==> src/rtl/piso_pkg.sv <==
// Shared types and helpers for the parallel-in/serial-out serializer.
package piso_pkg;

  typedef enum logic {IDLE, SHIFT} piso_state_t;

  // Bit-counter width; never below one bit so WIDTH=1 still has a legal counter.
  function automatic int unsigned cnt_width(input int unsigned width);
    return (width <= 2) ? 1 : $clog2(width);
  endfunction

endpackage

==> src/rtl/piso_serializer.sv <==
// Parallel-in/serial-out serializer with valid/ready on both sides and a last-bit marker.
// Back-to-back words stream without a bubble at one bit per cycle.
module piso_serializer
  import piso_pkg::*;
#(
  parameter int unsigned WIDTH     = 8,
  parameter bit          MSB_FIRST = 1'b0
) (
  input  logic             clk,
  input  logic             reset,
  input  logic [WIDTH-1:0] par_data_i,
  input  logic             par_valid_i,
  output logic             par_ready_o,
  output logic             ser_data_o,
  output logic             ser_valid_o,
  input  logic             ser_ready_i,
  output logic             ser_last_o,
  output logic             busy_o,
  output logic             empty_o
);

  localparam int unsigned CNT_W = cnt_width(WIDTH);
  localparam logic [CNT_W-1:0] CntLoad = CNT_W'(WIDTH - 1);

  piso_state_t      r_state;
  logic [WIDTH-1:0] r_shreg;
  logic [CNT_W-1:0] r_cnt;

  logic             w_ser_hs;
  logic             w_cnt_zero;
  logic [WIDTH-1:0] w_shifted;

  assign w_cnt_zero = (r_cnt == '0);
  assign w_ser_hs   = ser_valid_o && ser_ready_i;
  // Zero-filled shift toward whichever end drives ser_data_o.
  assign w_shifted  = MSB_FIRST ? (r_shreg << 1) : (r_shreg >> 1);

  assign ser_valid_o = (r_state == SHIFT);
  assign ser_data_o  = MSB_FIRST ? r_shreg[WIDTH-1] : r_shreg[0];
  assign ser_last_o  = (r_state == SHIFT) && w_cnt_zero;
  assign busy_o      = (r_state == SHIFT);
  assign empty_o     = !busy_o;
  // Combinational from ser_ready_i so a new word can load on the last-bit handshake.
  assign par_ready_o = (r_state == IDLE) || (ser_last_o && ser_ready_i);

  always_ff @(posedge clk or posedge reset) begin
    if (reset) begin
      r_state <= IDLE;
      r_shreg <= '0;
      r_cnt   <= '0;
    end else if (r_state == IDLE) begin
      if (par_valid_i) begin
        r_state <= SHIFT;
        r_shreg <= par_data_i;
        r_cnt   <= CntLoad;
      end
    end else if (w_ser_hs) begin
      if (!w_cnt_zero) begin
        r_shreg <= w_shifted;
        r_cnt   <= r_cnt - CNT_W'(1);
      end else if (par_valid_i) begin
        r_shreg <= par_data_i;
        r_cnt   <= CntLoad;
      end else begin
        r_state <= IDLE;
        r_shreg <= w_shifted;
      end
    end
  end

endmodule

==> config.mk <==
export PLATFORM = sky130hd
export DESIGN_NAME = piso_serializer
export DESIGN_NICKNAME = d
export VERILOG_FILES = /design/src/rtl/piso_pkg.sv /design/src/rtl/piso_serializer.sv
export SDC_FILE = /design/constraint.sdc
export NUM_CORES = 1
export LEC_CHECK = 0
export CAP_MARGIN = 40
export CORE_MARGIN = 2
export CORE_UTILIZATION = 46
export CTS_CLUSTER_SIZE = 20
export DETAILED_ROUTE_END_ITERATION = 7
export PLACE_DENSITY = 0.76
export SYNTH_ARGS = -nofsm -noshare
export SYNTH_HDL_FRONTEND = slang
export SYNTH_SLANG_ARGS = --single-unit
==> constraint.sdc <==
create_clock -name clk -period 1.5 [get_ports clk]
set_input_delay 0.225 -clock clk [delete_from_list [all_inputs] [get_ports clk]]
set_output_delay 0.225 -clock clk [all_outputs]
set_load 0.02 [all_outputs]
Word-level counts from Yosys, hierarchy flattened
Index checks and enable logic that the tools add are counted.
{"block": "totals", "ff_bits": 12, "inputBits": 12, "out_inout_bits": 6}
{"block": "op_classes", "n_addsub": 1, "reduce_logical": 8, "eq_ne": 1, "bitwise": 1, "n_mux": 13}
{"operator": "$mux 8", "count": 5}
{"operator": "$mux 3", "count": 4}
{"operator": "$mux 1", "count": 4}
{"operator": "$logic_and 1x1->1", "count": 3}
{"operator": "$logic_not 3->1", "count": 1}
{"operator": "$sub 3x1->3 const B", "count": 1}
{"operator": "$ne 2x1->1 const B", "count": 1}
{"operator": "$reduce_and 2->1", "count": 1}
{"operator": "$reduce_bool 2->1", "count": 1}
{"operator": "$logic_not 1->1", "count": 1}
{"operator": "$logic_or 1x1->1", "count": 1}
{"operator": "$not 1->1", "count": 1}

Depth between registers and ports, before layout
{"block": "logic_depth", "depth_word": 4, "ltp_mapped": 6, "ltp_nobuf": 5}

Worst setup path after synthesis
OpenSTA, ideal clock, no wires.
{"block": "synth_path", "kind": "reg2reg", "start": "register r_cnt[0]", "end": "register r_state (netlist: busy_o)", "path_stages_with_launch": 6, "n_path_buf": 0, "t_arrival_ns": 1.425, "slack_ns": -0.073, "required_ns": 1.351, "synth_period_minus_slack_ns": 1.573, "setup_ns": 0.149, "path_cell_list": "dfrtp_1 -> inv_1 -> ha_1 -> nand2b_1 -> o21ai_0 -> nand2b_1"}
{"block": "synth_between", "elab_chain_cells": 4}
{"element": "from (decl)", "line": "piso_serializer.sv:27", "source": "logic [CNT_W-1:0] r_cnt;"}
{"element": "from (signal assigned)", "line": "piso_serializer.sv:55", "source": "r_cnt <= CntLoad;"}
{"element": "from (signal assigned)", "line": "piso_serializer.sv:60", "source": "r_cnt <= r_cnt - CNT_W'(1);"}
{"element": "from (signal assigned)", "line": "piso_serializer.sv:63", "source": "r_cnt <= CntLoad;"}
{"element": "$logic_not 3->1", "line": "piso_serializer.sv:33", "source": "assign w_cnt_zero = (r_cnt == '0);"}
{"element": "$mux 1", "line": "piso_serializer.sv:58", "source": "if (!w_cnt_zero) begin"}
{"element": "$mux 1", "line": "piso_serializer.sv:57", "source": "end else if (w_ser_hs) begin"}
{"element": "$mux 1", "line": "piso_serializer.sv:51", "source": "end else if (r_state == IDLE) begin"}
{"element": "to (signal assigned)", "line": "piso_serializer.sv:48", "source": "r_state <= IDLE;"}
{"element": "to (signal assigned)", "line": "piso_serializer.sv:53", "source": "r_state <= SHIFT;"}
{"element": "to (signal assigned)", "line": "piso_serializer.sv:65", "source": "r_state <= IDLE;"}
{"element": "to (decl)", "line": "piso_serializer.sv:25", "source": "piso_state_t r_state;"}
Every way passes these cells.
A chain may end at the register's enable or synchronous reset.

Worst setup path after layout
{"block": "layout_path", "start": "register r_cnt[1]", "end": "output port ser_last_o"}
{"block": "layout_between", "elab_chain_cells": 2}
{"element": "$logic_not 3->1", "line": "piso_serializer.sv:33"}
{"element": "$logic_and 1x1->1", "line": "piso_serializer.sv:40", "source": "assign ser_last_o = (r_state == SHIFT) && w_cnt_zero;"}
{"element": "to (decl)", "line": "piso_serializer.sv:17", "source": "output logic ser_last_o,"}
Every way passes these cells.

==> results.json <==
{
  "synth_area_sq_um": 694.4,
  "largest_net_degree_at_the_start_of_global_routing": 13,
  "synth.top_cells.by_area": "sky130_fd_sc_hd__dfrtp_1, sky130_fd_sc_hd__a31oi_1, sky130_fd_sc_hd__a21oi_1, sky130_fd_sc_hd__o21ai_1, sky130_fd_sc_hd__nor2_1",
  "mappedNetlistNets": 91,
  "post_route_cells_drive_above_1_share_pct": 30.84,
  "setup.worst_path.end": "ser_last_o",
  "filler_cell_count": 107,
  "cp-end-kind": "output pin",
  "max_slew.worst_pin.slew_ps": 488.4,
  "io_pins": 18,
  "clockPowerShare_pct": 15.3,
  "worst_hold_path_type": "input port to asynchronous set/reset pin",
  "design.core.area_sq_um": 1454,
  "vdd_drop_max_v": 0.001152,
  "ant_nets": 0,
  "rsz0062_at_grt": "yes",
  "finalSetupViolCount": 2,
  "maxSlewViolCount": 0,
  "num_antenna_cells": 0,
  "cp_data_arrival_time_ps": 1320,
  "die-area_sq_um": 1837,
  "postSynthAreaPerCell_sq_um": 9.018,
  "fmax_mhz": 645.9,
  "finalCoreUtilization_pct": 71.77,
  "cts_buffer_depth": 2,
  "worst_slack_ps": -48.27,
  "hold_violations": 0,
  "static-leakage-power_nw": 0.4511,
  "via_per_inst": 5.553,
  "synth_cell_types": 24,
  "synth-seq-cells": 12,
  "post-synth-top-area-fraction_pct": 43.24,
  "yosys_warnings": 0,
  "drt_pass1_iterations": 4,
  "worst_setup_hold_path_clk_slew_ps": 90,
  "cpMaxStageDelayCell": "sky130_fd_sc_hd__dfrtp_1",
  "timing.critical_path.required_ps": 1270,
  "worstReg2RegEnd": "r_shreg[1]",
  "max_cap_violations": 0,
  "place.port_buffers": 17,
  "critPathKind": "flip-flop to output pin",
  "reg_power_share_pct": 30.8,
  "grt_overflow_total": 0,
  "gr-usage-all-layers_pct": 19.40,
  "die-width_um": 42.86,
  "yosys.area.top_type": "sky130_fd_sc_hd__dfrtp_1",
  "min_period_ps": 1548,
  "globalplace.congestion": 0.7323,
  "dpl_worst_slack_ps": -245.4,
  "psw_mw": 0.6576,
  "result_of_the_run": "finished with violations",
  "rr_worst_depth": 6,
  "timing.final.crit_share_pct": 103.2,
  "grt_pass1_wl_um": 2615,
  "power.share.switching_pct": 37.31,
  "cts.htree.levels": 1,
  "cts_tree": "yes",
  "regToRegSetupSlack_ps": 10,
  "worstSkewPairLatency_ps": 280,
  "cpPeakStageDelay_ps": 410,
  "detail_route.wl_per_cell_um": 14.68,
  "seq_area_frac_synth_pct": 43.24,
  "start_util_pct": 47.76,
  "worstSetupStartpoint": "r_cnt[1]",
  "via_count": 683,
  "std_cell_rows": 14,
  "worst_r2r_startpoint": "r_cnt[1]",
  "finalClockSkew_ps": 7.390,
  "clock_tree.root_cell": "sky130_fd_sc_hd__clkbuf_4",
  "cp_common_cell": "sky130_fd_sc_hd__buf_6",
  "finalHoldWorstSlack_ps": 250.6,
  "violations": "negative setup slack",
  "worst_slew_margin_rel_pct": 67.40,
  "area.growth.synth_to_final_pct": 50.27,
  "number_of_antenna_violations_at_the_first_check_in_global_routing": 0,
  "path_max_fanout": 3,
  "crit_path_cell_trace": "inv_2 > ha_4 > nand2b_4 > buf_6 > nor2_4 > buf_6",
  "first_global_vias": 592,
  "final_nets": 122,
  "numCtsBuffers": 3,
  "share_comb_of_total_power_pct": 53.9,
  "clock_sink_count": 12,
  "layout.cells.most_common_list": "sky130_fd_sc_hd__buf_4, sky130_fd_sc_hd__dfrtp_1, sky130_fd_sc_hd__clkdlybuf4s50_1",
  "detailedPlacementHpwl_um": 1140,
  "postSynthCellCount": 77,
  "mostFrequentLayoutCell": "sky130_fd_sc_hd__buf_4",
  "power.density_nw_per_um2": 1689,
  "power_report.internal_total_mw": 1.105,
  "remaining_design_rule_violation_count": 0,
  "detail_route.wirelength_um": 1806,
  "worst_setup_path_start_kind": "flip-flop",
  "dieHeight_um": 42.86,
  "drt_iter0_markers": 21,
  "finalPower_mw": 1.763
}
-- final cells by class --
type	instances	area (sq um)	area share (%)
repair buffers	32	286.5	27.46
clock buffers	4	36.28	3.477
multi-input cells	54	381.6	36.57
inverters	5	18.77	1.799
flip-flops and latches	12	300.3	28.78
well taps	16	20.02	1.918
-- stage by stage --
| step | instances | setup TNS, ps | cell area (sq um) |
|---|---|---|---|
| final | 123 | -58.16 | 1044 |
| after global routing | 123 | -417.4 | 1044 |
| after CTS | 124 | -125.4 | 1006 |
| after detailed placement | 115 | -437.2 | 923.4 |
| after global placement | 115 | -368.7 | 923.4 |
| after floorplan | 77 | 0 | 694.4 |
-- routing by layer --
layer / vias to the layer above / track usage [%] / part of all wire [%]
met4: 0 / 7.500 / 0
met3: 0 / 3.830 / 4.3
li1: 331 / - / -
met5: - / 0 / 0
met1: 325 / 26.83 / 45
met2: 27 / 29.70 / 51
-- kinds of logic (layout without fill, tap and decap cells) --
logic type	Yosys count	count (layout)	synth area share (%)
multiplexers	2	2	4.865
AND/OR/NAND/NOR	18	18	12.25
buffers and inverters	11	41	9.009
flip-flops	12	12	43.24
adder cells (fa/ha/maj)	2	2	3.603
AO/OA/AOI/OAI	32	32	27.03
-- sequential cells by signal (all words and copies together), names as in the netlist --
signal	cells
busy_o	1
r_cnt	3
r_shreg	8
-- power by group through the flow --
stage	Sequential, mW	Clock [mW]	Combinational [mW]
floorplan	0.537	0	0.442
global placement	0.528	0	0.699
detailed placement	0.533	0	0.722
CTS	0.527	0.277	0.822
global route	0.559	0.290	1.03
finish	0.543	0.270	0.950
-- Yosys cell counts, drive strengths merged --
| master | count |
|---|---|
| nand2b | 2 |
| and3b | 1 |
| a21o | 1 |
| nor2b | 1 |
| mux2i | 1 |
| a2bb2oi | 1 |
| o2bb2ai | 1 |
| nand3 | 1 |
| a32oi | 1 |
| nand2 | 3 |
| a21oi | 8 |
| a31oi | 8 |
| dfrtp | 12 |
| o21ai | 12 |
| ha | 2 |
| nor2 | 9 |
| mux2 | 1 |
| buf | 6 |
| inv | 5 |
| nand3b | 1 |
-- worst min-delay path by stage --
stage               startpoint  cells past startpoint  slack (ps)         end
global route             reset                      2         270  r_shreg[3]
finish                   reset                      2         250  r_shreg[3]
detailed placement  r_shreg[7]                      2         500  r_shreg[7]
global placement    r_shreg[7]                      2         470  r_shreg[7]
CTS                      reset                      2         250    r_cnt[1]
floorplan                reset                      1          90      busy_o
-- worst max-delay path, delay by kind of cell, from the launching register on --
| family | cells | cell delay (ps) |
|---|---|---|
| adders and majority gates | 1 | 160 |
| buffers and inverters | 3 | 330 |
| and+or+nand+nor | 2 | 130 |
| DFF | 1 | 410 |
-- timing repair --
action | 4_1_cts | 5_1_grt
endpoints found under the setup margin | 5 | 14
gates resized for setup | 19 | 14
pin swaps | 0 | 11
setup buffers | 5 | 1
hold buffers | 0 | 0
No activity file was read; power rests on OpenSTA's default activity.
